File: src/rtl/pipeline_trace_writer.sv
// Shadow IF/ID/EX/MEM/WB pipeline that follows the core's stage enables and flushes.
// It emits one retirement record per instruction leaving WB through a FWFT FIFO.
module pipeline_trace_writer #(
  parameter int DataSize  = 64,
  parameter int FifoDepth = 4
) (
  input  logic                clock,
  input  logic                reset,
  input  logic                if_valid,
  input  logic [DataSize-1:0] if_pc,
  input  logic [31:0]         if_inst,
  input  logic                if_id_en,
  input  logic                id_ex_en,
  input  logic                ex_mem_en,
  input  logic                mem_wb_en,
  input  logic                flush_id,
  input  logic                flush_ex,
  input  logic [4:0]          wb_rd,
  input  logic                wb_reg_we,
  input  logic [DataSize-1:0] wb_rd_data,
  input  logic                trace_ready,
  output logic                trace_valid,
  output logic [DataSize-1:0] trace_pc,
  output logic [31:0]         trace_inst,
  output logic [4:0]          trace_rd,
  output logic                trace_reg_we,
  output logic [DataSize-1:0] trace_rd_data,
  output logic                overflow,
  output logic [63:0]         retired_count
);

  localparam int AW = (FifoDepth > 1) ? $clog2(FifoDepth) : 1;
  localparam int RW = 2 * DataSize + 38;
  localparam logic [AW:0] FullCnt = (AW + 1)'(FifoDepth);

  logic                id_valid, ex_valid, mem_valid, wbs_valid, wb_new;
  logic [DataSize-1:0] id_pc, ex_pc, mem_pc, wbs_pc;
  logic [31:0]         id_inst, ex_inst, mem_inst, wbs_inst;

  logic [RW-1:0] fifo_mem [FifoDepth];
  logic [AW-1:0] wr_ptr, rd_ptr;
  logic [AW:0]   count;
  logic          commit, full, push, pop;

  logic [DataSize-1:0] head_pc, head_data;
  logic [31:0]         head_inst;
  logic [4:0]          head_rd;
  logic                head_we;

  // Flush is applied after the load so it overrides the enable on the same edge.
  always_ff @(posedge clock) begin
    if (!reset) begin
      id_valid  <= 1'b0;
      ex_valid  <= 1'b0;
      mem_valid <= 1'b0;
      wbs_valid <= 1'b0;
      wb_new    <= 1'b0;
    end else begin
      if (if_id_en) begin
        id_valid <= if_valid;
        id_pc    <= if_pc;
        id_inst  <= if_inst;
      end
      if (flush_id) id_valid <= 1'b0;
      if (id_ex_en) begin
        ex_valid <= id_valid;
        ex_pc    <= id_pc;
        ex_inst  <= id_inst;
      end
      if (flush_ex) ex_valid <= 1'b0;
      if (ex_mem_en) begin
        mem_valid <= ex_valid;
        mem_pc    <= ex_pc;
        mem_inst  <= ex_inst;
      end
      if (mem_wb_en) begin
        wbs_valid <= mem_valid;
        wbs_pc    <= mem_pc;
        wbs_inst  <= mem_inst;
      end
      wb_new <= mem_wb_en & mem_valid;
    end
  end

  // wb_new keeps a held WB entry from committing more than once.
  assign commit      = wbs_valid & wb_new;
  assign trace_valid = (count != '0);
  assign full        = (count == FullCnt);
  assign pop         = trace_valid & trace_ready;
  assign push        = commit & (~full | pop);

  always_ff @(posedge clock) begin
    if (push) fifo_mem[wr_ptr] <= {wbs_pc, wbs_inst, wb_rd, wb_reg_we, wb_rd_data};
  end

  always_ff @(posedge clock) begin
    if (!reset) begin
      wr_ptr        <= '0;
      rd_ptr        <= '0;
      count         <= '0;
      overflow      <= 1'b0;
      retired_count <= '0;
    end else begin
      if (push) wr_ptr <= wr_ptr + 1'b1;
      if (pop)  rd_ptr <= rd_ptr + 1'b1;
      case ({push, pop})
        2'b10:   count <= count + 1'b1;
        2'b01:   count <= count - 1'b1;
        default: count <= count;
      endcase
      if (commit) retired_count <= retired_count + 64'd1;
      if (commit && full && !pop) overflow <= 1'b1;
    end
  end

  assign {head_pc, head_inst, head_rd, head_we, head_data} = fifo_mem[rd_ptr];

  // Stale storage is never exposed: outputs read as zero while the FIFO is empty.
  assign trace_pc      = trace_valid ? head_pc   : '0;
  assign trace_inst    = trace_valid ? head_inst : '0;
  assign trace_rd      = trace_valid ? head_rd   : '0;
  assign trace_reg_we  = trace_valid & head_we;
  assign trace_rd_data = trace_valid ? head_data : '0;

endmodule

File: config.mk
export PLATFORM = sky130hd
export DESIGN_NAME = pipeline_trace_writer
export DESIGN_NICKNAME = d
export VERILOG_FILES = /design/src/rtl/pipeline_trace_writer.sv
export SDC_FILE = /design/constraint.sdc
export NUM_CORES = 1
export LEC_CHECK = 0
export ABC_AREA = 1
export BUFFER_PORTS_ARGS = -buffer_cell sky130_fd_sc_hd__buf_2
export CELL_PAD_IN_SITES_DETAIL_PLACEMENT = 0
export CELL_PAD_IN_SITES_GLOBAL_PLACEMENT = 1
export CORE_UTILIZATION = 45
export CTS_CLUSTER_DIAMETER = 50
export CTS_CLUSTER_SIZE = 10
export DETAILED_ROUTE_END_ITERATION = 7
export GPL_TIMING_DRIVEN = 0
export PLACE_DENSITY_LB_ADDON = 0.25
export SLEW_MARGIN = 25
export SYNTH_ARGS = -nofsm -noshare
export SYNTH_HDL_FRONTEND = slang
export SYNTH_SLANG_ARGS = --single-unit
File: constraint.sdc
create_clock -name clock -period 25.4 [get_ports clock]
set_input_delay 2.54 -clock clock [delete_from_list [all_inputs] [get_ports clock]]
set_output_delay 2.54 -clock clock [all_outputs]
set_load 0.01 [all_outputs]
==> reports/qor.csv, run 1 <==
stage,metric,value,unit
placement,dpl ws,20.30,ns
yosys,top post-synthesis cells by area,"edfxtp_1, nor2_1, o21ai_0",
critical_path,worst path cell trace,buf_2 > inv_2 > buf_2 > clkbuf_1 > o21ai_0 > a21oi_1 > buf_2,
critical_path,flop2flop setup slack,22.77,ns
final_layout,fill count,7563,
hold_path,worst hold path class,flop to flop,
yosys,Syn Area/Cell,13.7,sq um
final_layout,flip-flop and latch area,33100,sq um
clocking,CTS tree,yes,
clocking,total CTS buffers,142,
yosys,post-synthesis sequential area ratio,79.6,%
clocking,clock sinks,1127,
critical_path,critical path class,flop to output pin,
final_layout,layout cells sized above 1,20.1,%
critical_path,CP top delay family,buffers and inverters,
power,Internal,3380,uW
sta,Slew @ Worst Pin,0.699,ns
floorplan,die area,93500,sq um
yosys,top cell type's share of synthesized area,75.8,%
sta,Final Max Slew Viols,0,
final_layout,Nets,3811,
floorplan,die width,306,um
placement,placer's final routability congestion estimate,0.798,
routing,vias per cell,5.08,
critical_path,CP peak stage delay,0.52,ns
yosys,synthesized cell area,41500,sq um
critical_path,r2r worst-path depth,8,
sta,setup TNS,0,ns
critical_path,Critical Path RT,22.86,ns
sta,PnR worst setup slack,19.59,ns
floorplan,core area,91500,sq um
placement,dpl hpwl,66.0,mm
yosys,Yosys Warn Count,0,
clocking,H-tree Lvls,4,
sta,endpoints failing setup,0,
hold_path,Worst Hold Path Cells,0,
floorplan,Starting Density,45.4,%
final_layout,area of the multi-input gates,7540,sq um
yosys,register bit total from synthesis,1127,
critical_path,CP arrival,3.27,ns
yosys,Async SR Flop Fraction,0,%
clocking,post_cts resized,0,
critical_path,crit path max fanout,10,
critical_path,slowest library cell on the worst path,clkbuf_1,
clocking,Clock Tree Buf Depth,3,
critical_path,RR Endpoint,fifo_mem[3][35]$_DFFE_PP_,
sta,RSZ-0062 raised after global routing,false,
grt,initial antenna violation count,14,
yosys,Post-Syn Nets,3217,
routing,Remaining DRCs,0,
yosys,most common cell in the synthesized netlist,edfxtp_1,
sta,Final Hold Viols,0,
sta,max_slew headroom,53.4,%
sta,Max Freq,0.172,GHz
placement,Port Buffers,406,
power,Leakage,0.0178,uW
clocking,Clock transition at path regs,0.05,ns
routing,DR WL met2,49.1,mm
power,Flop pwr share,43.3,%
sta,post-route minimum period,5.81,ns
yosys,Synth area leader,edfxtp_1,
floorplan,Ports,408,
grt,vias in the first global route,24200,
critical_path,"most used cell, CP",buf_2,
routing,antenna-violating nets left,0,
power,peak supply drop,0.0000779,V
grt,first-pass GRT wire length,149,mm
yosys,cells after synthesis,3035,
grt,largest net degree at the start of global routing,76,
floorplan,die span in y,306,um
clocking,Post-CTS Setup Repair Bufs,0,
yosys,Unique masters post-synth,36,
sta,crit share post-route,22.9,%
final_layout,synthesis-to-layout area growth,21.2,%
routing,DR iter-0 viols,1623,
clocking,cts hold-fix bufs,0,
power,power density cells,95.1,nW/um^2
power,sw frac,29.3,%
power,clock share of power,37.3,%
routing,Detailed Route WL,100,mm
yosys,Main synth FF type,edfxtp_1,
clocking,Clock Tree Root,clkbuf_16,
flow_run,number of max-cap violations,0,
routing,DR top layer,met5,
yosys,Post-synth EDFFs,1048,
critical_path,CP Launch Type,flop,
routing,Metal-1 WL,44.0,mm
hold_path,hold endpoint,wbs_pc[9]$_DFFE_PP_,
sta,Setup Skew,0.0201,ns
power,P_sw,1400,uW
power,Comb pwr share,19.5,%
routing,vias,24800,
critical_path,crit path capture type,output pin,
grt,GRT Util Overall,21.6,%
critical_path,worst r2r src,wbs_valid$_SDFFE_PN0P_,
clocking,later-pin clock latency in the skew report,0.73,ns
critical_path,WP buf/inv,5,
yosys,commonest cells in the netlist,"edfxtp_1, nor2_1, o21ai_0, a21oi_1, nand2_1",
grt,GR Overflow Total,0,
hold_path,worst hold start,mem_pc[9]$_DFFE_PP_,
routing,routed length on met3,5.25,mm
floorplan,row count,111,
routing,TritonRoute pass-1 iters,7,
outcome,status,completed,
routing,routed len/inst,20.6,um
## flip-flops by register name, summed over array words and instances (netlist names), 2 cells and up, named ones only
signal         cells
fifo_mem         664
ex_pc             64
id_pc             64
mem_pc            64
retired_count     64
wbs_pc            64
ex_inst           32
id_inst           32
mem_inst          32
wbs_inst          32
count              3
rd_ptr             2
wr_ptr             2
## worst max path at each step
| stage | start | to | slack (ns) | cells after the start |
|---|---|---|---|---|
| after floorplan | trace_ready | fifo_mem[0][0]$_DFFE_PP_ | 14.95 | 4 |
| after global placement | trace_ready | fifo_mem[3][6]$_DFFE_PP_ | 8.26 | 5 |
| after detailed placement | flop | trace_pc[30] | 20.30 | 7 |
| after CTS | flop | trace_pc[30] | 19.50 | 7 |
| after global routing | flop | trace_pc[30] | 19.42 | 7 |
| final | flop | trace_pc[30] | 19.59 | 7 |
## worst register-to-register path, stage by stage (launching register included)
cell and delay, ns:
dfxtp_1 0.35, nand2_2 0.15, inv_2 0.13, nand2_1 0.30
nor2_4 0.63, buf_16 0.24, buf_16 0.19, buf_16 0.19
buf_16 0.16
## layout by cell type, fill, tap and decap left out, types with 6 or more instances in the layout
cell type  netlist  final
edfxtp_1      1048   1048
buf_12           0     11
nor2_2          17     17
inv_6            0     13
clkbuf_16        0    144
dfxtp_1         79     79
nor2_1         798    794
inv_1           89     85
buf_2           49    455
clkbuf_1        72     90
o21a_1           6      6
buf_1           17     17
clkinv_1         0      6
clkinv_2         0      6
nand3_2          6      6
nand4_1         13     13
buf_16           0     33
a21oi_1        199    199
nor3_1          17     17
inv_2            7      7
nand2_2         10     10
o21ai_1          9      9
nor2_4          12     16
o21ai_0        350    350
nand3_1         43     43
nand2_1        157    157
xor2_1          10     10
## per-layer routing
layer	up-vias	GRT usage (%)
met3	140	4.14
met5	-	0
met1	12000	29.1
li1	12000	-
met2	708	35.5
met4	4	6.53
## logic make-up after synthesis
group                      after synthesis  synth area share [%]
adders and majority gates                6                 0.199
muxes                                    2                0.0482
buffers and inverters                  235                  2.28
DFF                                   1127                  79.6
and+or+nand+nor                       1085                  10.7
AOI/OAI and AO/OA                      569                  6.92
xor gates and xnor gates                11                 0.232
## through the flow
stage | instances | power [uW] | cell area, sq um | util [%] | hold WS (ns)
3_3_place_gp | 4627 | 3050 | 45000 | 49.2 | 0.400
5_1_grt | 4870 | 4990 | 50300 | 55.0 | 0.418
6_report | 4872 | 4780 | 50300 | 55.0 | 0.410
3_5_place_dp | 4671 | 3060 | 46200 | 50.5 | 0.405
4_1_cts | 4869 | 4850 | 50300 | 54.9 | 0.413
2_1_floorplan | 3035 | 2580 | 41500 | - | 0.400
## power groups by stage
stage	sequential, uW	combinational (uW)	clock, uW
floorplan	2100	477	0
global placement	2110	946	0
detailed placement	2110	953	0
CTS	2070	956	1820
global route	2070	1020	1900
finish	2070	932	1780
## cell type report
type | count | area share [%]
flip-flops and latches | 1127 | 65.7
multi-input cells | 1673 | 15.0
clock buffers | 163 | 7.33
repair buffers | 450 | 6.28
well taps | 1186 | 2.95
plain buffers | 139 | 1.17
clock inverters | 35 | 0.789
inverters | 96 | 0.761
diodes | 3 | 0.0149
Power figures use the tool's default switching activity.
==> inputs of run 2 (changes only) <==
Settings changed: CORE_UTILIZATION 45 to 44.
Clock period 25.4 ns to 5.22 ns, I/O delays scaled along.
==> run 2 against run 1 <==
  * Clock skew grew 0.0049 ns
  * Wire length is 2.0% higher
  * Critical path depth unchanged
  * First-iteration DRC count rose by 13%
  * Clock-buffer cell count is 6 higher
==> reports/qor.csv, run 2 (synthesized netlist as in run 1, its figures left out) <==
stage,metric,value,unit,change
flow_run,number of max-cap violations,0,,unchanged
clocking,Clock Tree Root,clkbuf_16,,unchanged
clocking,Post-CTS Setup Repair Bufs,0,,unchanged
routing,TritonRoute pass-1 iters,5,,was 7
placement,dpl hpwl,66.4,mm,was 66.0 mm
sta,endpoints failing setup,0,,unchanged
clocking,Clock Tree Buf Depth,3,,unchanged
placement,placer's final routability congestion estimate,0.798,,about the same
sta,RSZ-0062 raised after global routing,false,,unchanged
grt,GR Overflow Total,0,,unchanged
final_layout,fill count,7689,,was 7563
final_layout,Final Util,56.0,%,was 55.0%
final_layout,max reg flops,664,,unchanged
routing,vias per cell,4.96,,was 5.08
routing,vias,25400,,was 24800
outcome,status,completed,,unchanged
floorplan,die area,95600,sq um,was 93500 sq um
sta,crit share post-route,71.6,%,
floorplan,die width,309,um,was 306 um
grt,GRT Util Overall,21.5,%,was 21.6%
final_layout,flip-flop and latch area,33100,sq um,unchanged
sta,Slew @ Worst Pin,0.724,ns,was 0.699 ns
critical_path,CP Launch Type,flop,,unchanged
routing,Detailed Route WL,102,mm,was 100 mm
final_layout,Nets,3982,,was 3811
clocking,cts hold-fix bufs,167,,was 0
floorplan,die span in y,309,um,was 306 um
final_layout,area of the multi-input gates,7540,sq um,unchanged
placement,Port Buffers,406,,unchanged
final_layout,"commonest cells after routing, fill and taps aside","edfxtp_1, nor2_1, buf_2",,unchanged
routing,Remaining DRCs,0,,unchanged
sta,Final Hold Viols,0,,unchanged
sta,Max Freq,0.268,GHz,
power,Design Power,23600,uW,was 4780 uW
routing,DR iter-0 viols,1841,,was 1623
critical_path,crit path max fanout,10,,unchanged
floorplan,row count,112,,was 111
clocking,CTS tree,yes,,unchanged
critical_path,crit path capture type,output pin,,unchanged
hold_path,worst hold path class,primary input to flop,,was flop to flop
floorplan,core area,93300,sq um,was 91500 sq um
final_layout,"commonest non-fill, non-tap cell in the layout",edfxtp_1,,unchanged
grt,vias in the first global route,25000,,was 24200
power,power density cells,451,nW/um^2,was 95.1 nW/um^2
clocking,later-pin clock latency in the skew report,0.73,ns,about the same
final_layout,layout cells sized above 1,19.5,%,was 20.1%
clocking,post_cts resized,0,,unchanged
sta,post-route minimum period,3.74,ns,
clocking,Clock transition at path regs,0.05,ns,about the same
final_layout,synthesis-to-layout area growth,25.9,%,was 21.2%
power,Leakage,0.0186,uW,was 0.0178 uW
routing,routed len/inst,20.0,um,was 20.6 um
grt,first-pass GRT wire length,151,mm,was 149 mm
critical_path,CP arrival,3.22,ns,was 3.27 ns
floorplan,Starting Density,44.5,%,was 45.4%
floorplan,Ports,408,,unchanged
clocking,total CTS buffers,145,,was 142
grt,largest net degree at the start of global routing,80,,was 76
power,peak supply drop,0.000355,V,was 0.0000779 V
critical_path,Critical Path RT,4.70,ns,was 22.86 ns
routing,antenna-violating nets left,0,,unchanged
sta,Setup Skew,0.0249,ns,was 0.0201 ns
final_layout,Top reg by flops,fifo_mem,,unchanged
sta,max_slew headroom,51.6,%,was 53.4%
grt,initial antenna violation count,8,,was 14
clocking,clock sinks,1127,,unchanged
sta,setup TNS,0,ns,unchanged
sta,Final Max Slew Viols,0,,unchanged
clocking,H-tree Lvls,4,,unchanged
critical_path,critical path class,flop to output pin,,unchanged
-- run 2: changes by cell type in the layout (fill, tap and decap cells not counted), moves of 2 or more --
cell,change
clkinv_1,-3
clkinv_8,-2
inv_6,-2
clkinvlp_4,+6
buf_12,-6
clkinv_2,+3
dlygate4sd3_1,+167
buf_16,+7
clkbuf_16,+6
-- run 2: power by group --
group	total (uW)	switching (uW)	internal [uW]
sequential	10100	56.5	10000
combinational	4660	3300	1350
clock	8850	3520	5330
total	23600	6880	16700
-- run 2: path summary, 6_finish.rpt --
check                                             from                        end  slack, ns  cells after the start
worst min register to register     id_pc[21]$_DFFE_PP_        ex_pc[21]$_DFFE_PP_       0.40                      0
worst max-delay path                              flop               trace_pc[31]       1.48                      7
worst max register to register  wbs_valid$_SDFFE_PN0P_  fifo_mem[3][13]$_DFFE_PP_       2.35                      9
worst min-delay path                         ex_mem_en     mem_valid$_SDFFE_PN0P_       0.07                      3
-- run 2: cell type report --
cell class	count	area share (%)
inverter	96	0.737
clock inverter	38	0.733
antenna	3	0.0144
multi-input combinational	1673	14.4
timing repair buffer	618	9.38
buffer	139	1.12
sequential	1127	63.2
clock buffer	169	7.34
tap	1254	3.00
-- run 2: per-stage QoR --
stage / worst slack, ns / hold slack, ns / area (sq um) / std cells
CTS: 1.31 / 0.00173 / 52300 / 5114
global placement: -4.53 / 0.400 / 45100 / 4695
floorplan: -0.447 / 0.400 / 41500 / 3035
finish: 1.48 / 0.0671 / 52300 / 5117
detailed placement: 2.07 / 0.405 / 46400 / 4740
global route: 1.23 / 0.0345 / 52300 / 5115
-- run 2: per-layer routing --
layer | track usage [%] | vias up | share of wire (%)
met5 | 0 | - | 0.021
met4 | 6.45 | 4 | 2.0
met3 | 4.57 | 167 | 6.1
met2 | 35.7 | 730 | 49
met1 | 28.3 | 12200 | 43
li1 | - | 12300 | -
-- run 2: worst max-delay path: stages, from the launching register on --
cell and delay [ns]:
dfxtp_1 0.29, buf_2 0.20, inv_2 0.22, buf_2 0.41
clkbuf_1 0.51, o21ai_0 0.18, a21oi_1 0.43, buf_2 0.23
